$ cat src/rtl/exc_pkg.sv
// rtl/exc_pkg.sv - shared exception codes, FSM encoding and address defaults
package exc_pkg;

  localparam logic [4:0] EXC_INT     = 5'd0;
  localparam logic [4:0] EXC_ADEL    = 5'd4;
  localparam logic [4:0] EXC_ADES    = 5'd5;
  localparam logic [4:0] EXC_SYSCALL = 5'd8;
  localparam logic [4:0] EXC_RI      = 5'd10;
  localparam logic [4:0] EXC_OV      = 5'd12;

  localparam logic [31:0] HANDLER_PC_DEF = 32'h0000_4180;
  localparam logic [31:0] NOP_PC_DEF     = 32'h0000_3000;

  typedef enum logic {
    ST_RUN   = 1'b0,
    ST_FLUSH = 1'b1
  } exc_state_t;

  // An older (upstream) exception always survives; a new detection only fills an empty slot.
  function automatic logic [4:0] merge_code(input logic [4:0] older, input logic [4:0] newer);
    return (older != EXC_INT) ? older : newer;
  endfunction

endpackage

$ cat src/rtl/exc_stage_reg.sv
// rtl/exc_stage_reg.sv - one code/bd/pc pipeline record with hold, bubble and flush
module exc_stage_reg
  import exc_pkg::*;
#(
  parameter logic [31:0] NOP_PC = NOP_PC_DEF
) (
  input  logic        clk,
  input  logic        reset,
  input  logic        hold,
  input  logic        bubble,
  input  logic        flush,
  input  logic [4:0]  in_code,
  input  logic        in_bd,
  input  logic [31:0] in_pc,
  output logic [4:0]  code,
  output logic        bd,
  output logic [31:0] pc
);

  // Reset and flush insert a clean bubble; hold keeps the record; a stall bubble keeps pc/bd but drops the code.
  always_ff @(posedge clk) begin
    if (reset || flush) begin
      code <= 5'd0;
      bd   <= 1'b0;
      pc   <= NOP_PC;
    end else if (hold) begin
      code <= code;
      bd   <= bd;
      pc   <= pc;
    end else if (bubble) begin
      code <= 5'd0;
      bd   <= in_bd;
      pc   <= in_pc;
    end else begin
      code <= in_code;
      bd   <= in_bd;
      pc   <= in_pc;
    end
  end

endmodule

$ cat src/rtl/exc_ctrl.sv
// rtl/exc_ctrl.sv - exception record pipeline and flush/redirect controller
module exc_ctrl
  import exc_pkg::*;
#(
  parameter logic [31:0] HANDLER_PC = HANDLER_PC_DEF,
  parameter logic [31:0] NOP_PC     = NOP_PC_DEF
) (
  input  logic        clk,
  input  logic        reset,
  input  logic        stall,
  input  logic [31:0] f_pc,
  input  logic        f_bd,
  input  logic [4:0]  f_exc,
  input  logic [4:0]  d_exc,
  input  logic [4:0]  e_exc,
  input  logic [4:0]  m_exc,
  input  logic        m_eret,
  input  logic        cp0_req,
  input  logic [31:0] cp0_epc,
  output logic [4:0]  exc_code,
  output logic        exc_bd,
  output logic [31:0] exc_vpc,
  output logic        exl_clr,
  output logic        flush,
  output logic        redirect,
  output logic [31:0] redirect_pc
);

  logic [4:0]  d_code, e_code, m_code;
  logic        d_bd, e_bd, m_bd;
  logic [31:0] d_pc, e_pc, m_pc;
  exc_state_t  state, state_next;

  exc_stage_reg #(.NOP_PC(NOP_PC)) u_d (
    .clk(clk), .reset(reset), .hold(stall), .bubble(1'b0), .flush(flush),
    .in_code(f_exc), .in_bd(f_bd), .in_pc(f_pc),
    .code(d_code), .bd(d_bd), .pc(d_pc)
  );

  exc_stage_reg #(.NOP_PC(NOP_PC)) u_e (
    .clk(clk), .reset(reset), .hold(1'b0), .bubble(stall), .flush(flush),
    .in_code(merge_code(d_code, d_exc)), .in_bd(d_bd), .in_pc(d_pc),
    .code(e_code), .bd(e_bd), .pc(e_pc)
  );

  exc_stage_reg #(.NOP_PC(NOP_PC)) u_m (
    .clk(clk), .reset(reset), .hold(1'b0), .bubble(1'b0), .flush(flush),
    .in_code(merge_code(e_code, e_exc)), .in_bd(e_bd), .in_pc(e_pc),
    .code(m_code), .bd(m_bd), .pc(m_pc)
  );

  assign exc_bd  = m_bd;
  assign exc_vpc = m_pc;

  // State register; FLUSH always lasts exactly one cycle.
  always_ff @(posedge clk) begin
    if (reset) state <= ST_RUN;
    else       state <= state_next;
  end

  // Next state and control outputs; a pending reset masks every request.
  always_comb begin
    state_next  = state;
    exc_code    = 5'd0;
    exl_clr     = 1'b0;
    flush       = 1'b0;
    redirect    = 1'b0;
    redirect_pc = 32'd0;
    case (state)
      ST_RUN: begin
        if (!reset) begin
          exc_code = merge_code(m_code, m_exc);
          if (cp0_req) begin
            flush       = 1'b1;
            redirect    = 1'b1;
            redirect_pc = HANDLER_PC;
            state_next  = ST_FLUSH;
          end else if (m_eret) begin
            exl_clr     = 1'b1;
            flush       = 1'b1;
            redirect    = 1'b1;
            redirect_pc = cp0_epc;
            state_next  = ST_FLUSH;
          end
        end
      end
      ST_FLUSH: state_next = ST_RUN;
      default:  state_next = ST_RUN;
    endcase
  end

endmodule

$ cat config.mk
export PLATFORM = sky130hd
export DESIGN_NAME = exc_ctrl
export DESIGN_NICKNAME = d
export VERILOG_FILES = /design/src/rtl/exc_pkg.sv /design/src/rtl/exc_stage_reg.sv /design/src/rtl/exc_ctrl.sv
export SDC_FILE = /design/constraint.sdc
export NUM_CORES = 1
export LEC_CHECK = 0
export BUFFER_PORTS_ARGS = -buffer_cell sky130_fd_sc_hd__buf_4
export CAP_MARGIN = 0
export CORE_MARGIN = 2
export CORE_UTILIZATION = 39
export DETAILED_ROUTE_END_ITERATION = 10
export GPL_TIMING_DRIVEN = 0
export PLACE_DENSITY = 0.67
export RECOVER_POWER = 50
export SLEW_MARGIN = 30
export SYNTH_ARGS = -nofsm -noshare
export SYNTH_HDL_FRONTEND = slang
export SYNTH_SLANG_ARGS = --single-unit
$ cat constraint.sdc
create_clock -name clk -period 1.7 [get_ports clk]
set_input_delay 0.34 -clock clk [delete_from_list [all_inputs] [get_ports clk]]
set_output_delay 0.34 -clock clk [all_outputs]
set_load 0.02 [all_outputs]
# After elaboration in Yosys (flattened, before gate mapping)
# Index checks and enable logic that the tools add are counted.
# classes
mux	17
reduce_logical	5
bitwise	1
# ops
cell	count
32-bit two-way mux	4
5-bit two-way mux	5
5-bit nonzero test	3
1-bit two-way mux	7
1-bit case mux with 2 select lines	1
2-bit OR reduction	1
1-bit logical OR	1
1-bit inverter	1
# word_totals
wordCells	33
register_bits	115

# Depth between registers and ports, before layout
# depth
word_depth	6
mapped_depth	5

# Hierarchy
# Synthesis repeated with hierarchy kept, for this count alone.
# unflattened
hier_cells	471
hier_area_um2	4823.4
# by_module_without_submodules
mod	seq_area_each_um2	cells_each	instances	area_each_um2
exc_stage_reg	760.7	129	3	1413.9
exc_ctrl	20.0	84	1	581.8

# Worst setup path after synthesis
# No wires, ideal clock.
# synth_timing
path_type	register to output
start	register state
end	output redirect_pc[14]
t_required_ns	1.360
setup_slack_ns	-0.015
arrival_ns	1.375
stages_incl_launch_ff	3
path_buffers	0
cell_sequence	dfxtp_1 nor3_1 o21a_1
# synth_via
elab_chain_len	1
# synth_rtl
element	line_no	source
start: declaration	exc_ctrl.sv:32	exc_state_t state, state_next;
start signal: assignment	exc_ctrl.sv:58	else state <= state_next;
32-bit two-way mux	exc_ctrl.sv:69	case (state)
end: declaration	exc_ctrl.sv:26	output logic [31:0] redirect_pc
# Every way passes these cells.

# Final worst setup path
# layout_timing
start	register u_m.code[1]
end	output exc_code[1]
# layout_via
elab_chain_len	4
# layout_rtl
element	line_no	source
start: declaration	exc_stage_reg.sv:15	output logic [4:0] code,
start signal: assignment	exc_stage_reg.sv:27	code <= code;
start signal: assignment	exc_stage_reg.sv:35	code <= in_code;
5-bit nonzero test	exc_pkg.sv:21	return (older != EXC_INT) ? older : newer;
5-bit two-way mux *	exc_pkg.sv:21	
5-bit two-way mux *	exc_ctrl.sv:71	if (!reset) begin
5-bit two-way mux *	exc_ctrl.sv:69	
end: declaration	exc_ctrl.sv:20	output logic [4:0] exc_code,
# Mark *: on every way between the ends. The rest lies on a longest branch, timed or not.

==> qor.yml <==
clocking:
  cts_hold_buf: 0
  cts_made_buffers: 17
  cts.sinks: 115
  worstSkewPairLatency_ns: 0.50
  root_buffer: "clkbuf_8"
  clk_pin_slew_ns: 0.05
  cts_tree: "built"
  htreeDepth: 4
  cts.path.max_buffers: 2
power:
  switching_power_mw: 1.44
  power_frac_clock: 0.520
  p_int_mw: 5.71
  p_seq_frac: 0.391
  power.density_nw_per_um2: 1170
  combPwrFrac: 0.089
  p_leak_nw: 2.75
  ir_drop_mv: 0.698
  swShare: 0.201
sta:
  finalHoldViolations: 0
  worstMarginPinSlew_ns: 0.517
  min_period_over_period: 1.26
  maxSlewHeadroom: 0.655
  finalClockSkew_ns: 0.00691
  rsz0062_at_grt: "yes"
  setup_viol: 47
  fmax_ghz: 0.465
  worst_slack_ns: -0.450
  slew_violations: 0
  post-route-min-period_ns: 2.15
synth:
  syn-num-nets: 448
  syn_avg_cell_area_um2: 10.8
  ys.flop_type: "dfxtp_1"
  ys_ff_latch: 115
  synth_most_common_cell: "dfxtp_1"
  synth_area_um2: 3870
  synth_top_cell_area_share: 0.595
  yosys_warnings: 0
  netlist_top_cells_area: "dfxtp_1 (60%), and2_1 (15%), mux2i_1 (9.8%)"
  synth_commonest_cells: "dfxtp_1 (115), and2_1 (91), nor2_1 (40), mux2i_1 (38)"
  synth_seq_area_share: 0.595
  yosysTopAreaCell: "dfxtp_1"
  synth-edff-count: 0
  syn_inst: 358
  async_flop_share: 0
  yosysUniqueCellTypes: 25
global_routing:
  grt_max_degree: 17
  grt_pass1_wl_mm: 14.6
  antenna_found_initial: 0
  grt_use_total: 0.173
  grt_pass1_vias: 3000
  overflow: 0
worst_hold_path:
  worstHoldPathCells: 3
  worstHoldStart: "f_pc[12]"
  min_to: "u_d.pc[12]$_SDFFE_PP1N_"
  min_path_type: "in -> reg"
cells_and_area:
  utilization: 0.629
  syn2layout_area_growth_pct: 57.4
  drive_gt1_frac: 0.384
  seqCellArea_um2: 2300
  fin_nets: 635
  layout.cells.non_filler: 691
  antenna_cells: 0
  multi_input_area_um2: 1530
  n_fill_cell: 784
critical_path:
  cpLargestDelayFamily: "simple AND/OR/NAND/NOR gates"
  critPathCaptureType: "output pin"
  critPathSlowestCell: "or3_4"
  cpPeakStageDelay_ns: 0.40
  critical_path_class: "reg -> out"
  r2r_slack_ns: -0.01
  reg2reg_to: "u_m.pc[23]$_SDFF_PP0_"
  regToRegStartpoint: "state$_SDFF_PP0_"
  worstPathRequired_ns: 1.36
  critPathLaunchType: "flop"
  crit_arrival_ns: 1.81
  reg2reg_depth: 5
  cp_cell_sequence: "or3_4 -> nor4b_4 -> a22o_1 -> buf_6"
  path_buf_inv: 1
  worstPathMaxFanout: 3
drt:
  drtIter0Drc: 68
  wire_per_inst_um: 13.3
  drt_first_pass_iters: 4
  drt-total-wl_mm: 9.19
  remaining_drc_errors: 0
  viasPerCell: 4.33
  vias: 2992
  drtAntennaViolNets: 0
place:
  dp.cells: 652
  finalWeightedCongestion: 0.786
  hpwl_mm: 6.60
  place.port_buffers: 161
run:
  max-cap-violations: 0
status:
  violations: "negative setup slack"
  status: "complete, but fails checks"
floorplanning:
  core_area_um2: 9680
  rows: 36
  initial_core_util: 0.399
  die_h_um: 104
  die_area_um2: 10700
  die_x_um: 104
  io_pins: 163
-- repair_timing --
action | CTS | global route
resized for setup | 71 | 21
cloned | 2 | 1
pin swaps | 25 | 12
setup endpoints to repair | 40 | 40
buffers inserted | 3 | 1
-- registers in the layout, summed over array words and instances (netlist names) --
name      count
u_d.bd        1
state         1
u_m.pc       32
u_e.code      5
u_m.code      5
u_d.pc       32
u_e.pc       32
u_d.code      5
u_e.bd        1
u_m.bd        1
-- worst max-delay path by stage --
stage | from | end | slack, ns | depth (start not counted)
2_1_floorplan | u_m.code[4]$_SDFF_PP0_ | exc_code[0] | 0.11 | 3
3_3_place_gp | cp0_req | redirect_pc[15] | -0.14 | 5
3_5_place_dp | cp0_req | redirect_pc[11] | -0.14 | 5
4_1_cts | u_m.code[1]$_SDFF_PP0_ | exc_code[1] | -0.48 | 4
5_1_grt | u_m.code[1]$_SDFF_PP0_ | exc_code[1] | -0.53 | 4
6_report | u_m.code[1]$_SDFF_PP0_ | exc_code[1] | -0.45 | 4
-- metrics by stage --
stage	area [um^2]	setup WS (ns)	hold slack, ns	total power [mW]	TNS (ns)
after floorplan	3870	0.114	0.386	3.13	0
after global placement	5250	-0.139	0.405	3.40	-2.24
after detailed placement	5250	-0.144	0.403	3.42	-2.53
after CTS	6170	-0.478	0.0276	7.22	-13.37
after global routing	6090	-0.534	0.0548	7.41	-21.50
final	6090	-0.450	0.0568	7.15	-12.90
-- area by class of cell --
class                   count  area share
multi-input cells         216       0.251
repair buffers            168       0.214
inverters                   6     0.00370
clock buffers              23      0.0750
plain buffers              21      0.0222
well taps                 133      0.0273
flip-flops and latches    115       0.378
clock inverters             9      0.0290
-- metal layers --
metal  GRT usage  wire (um)
met1       0.202       3940
met2       0.285       4620
met3      0.0598        442
met4      0.0820        193
met5           0          0
-- power groups by stage --
stage	Combinational (mW)	Sequential [mW]	Clock (mW)
after floorplan	0.288	2.84	0
after global placement	0.559	2.84	0
after detailed placement	0.569	2.85	0
after CTS	0.631	2.79	3.80
after global routing	0.686	2.80	3.93
final	0.636	2.79	3.72
-- cells by family after synthesis --
family,synth area share
AO/OA/AOI/OAI,0.0362
AND/OR/NAND/NOR,0.234
multiplexers,0.0983
buffers and inverters,0.0365
flip-flops,0.595
-- cells in the final DEF, fill, tap and decap left out, types with 2 or more instances in the layout --
cell type	instances
buf_6	43
and2_0	3
a22o_1	4
buf_4	93
a21oi_1	4
nand2_1	2
clkinv_2	2
nor4b_4	2
nand3b_1	2
clkbuf_8	3
nor2_1	39
dfxtp_1	114
nand2b_1	4
clkbuf_16	16
mux2i_1	38
bufinv_16	5
inv_1	6
clkbuf_1	44
nor3_1	10
buf_8	4
buf_2	9
a31oi_1	6
nor4_1	3
nor2_2	2
and2_1	59
o21a_1	4
and2_4	29
-- worst reg2reg max path, stage by stage (launching register included) --
cell and delay (ns):
dfxtp_1 0.49, clkbuf_1 0.20, o21ba_1 0.27, clkbuf_1 0.36, buf_6 0.19, and2_1 0.13
(Power assumes the default switching activity.)
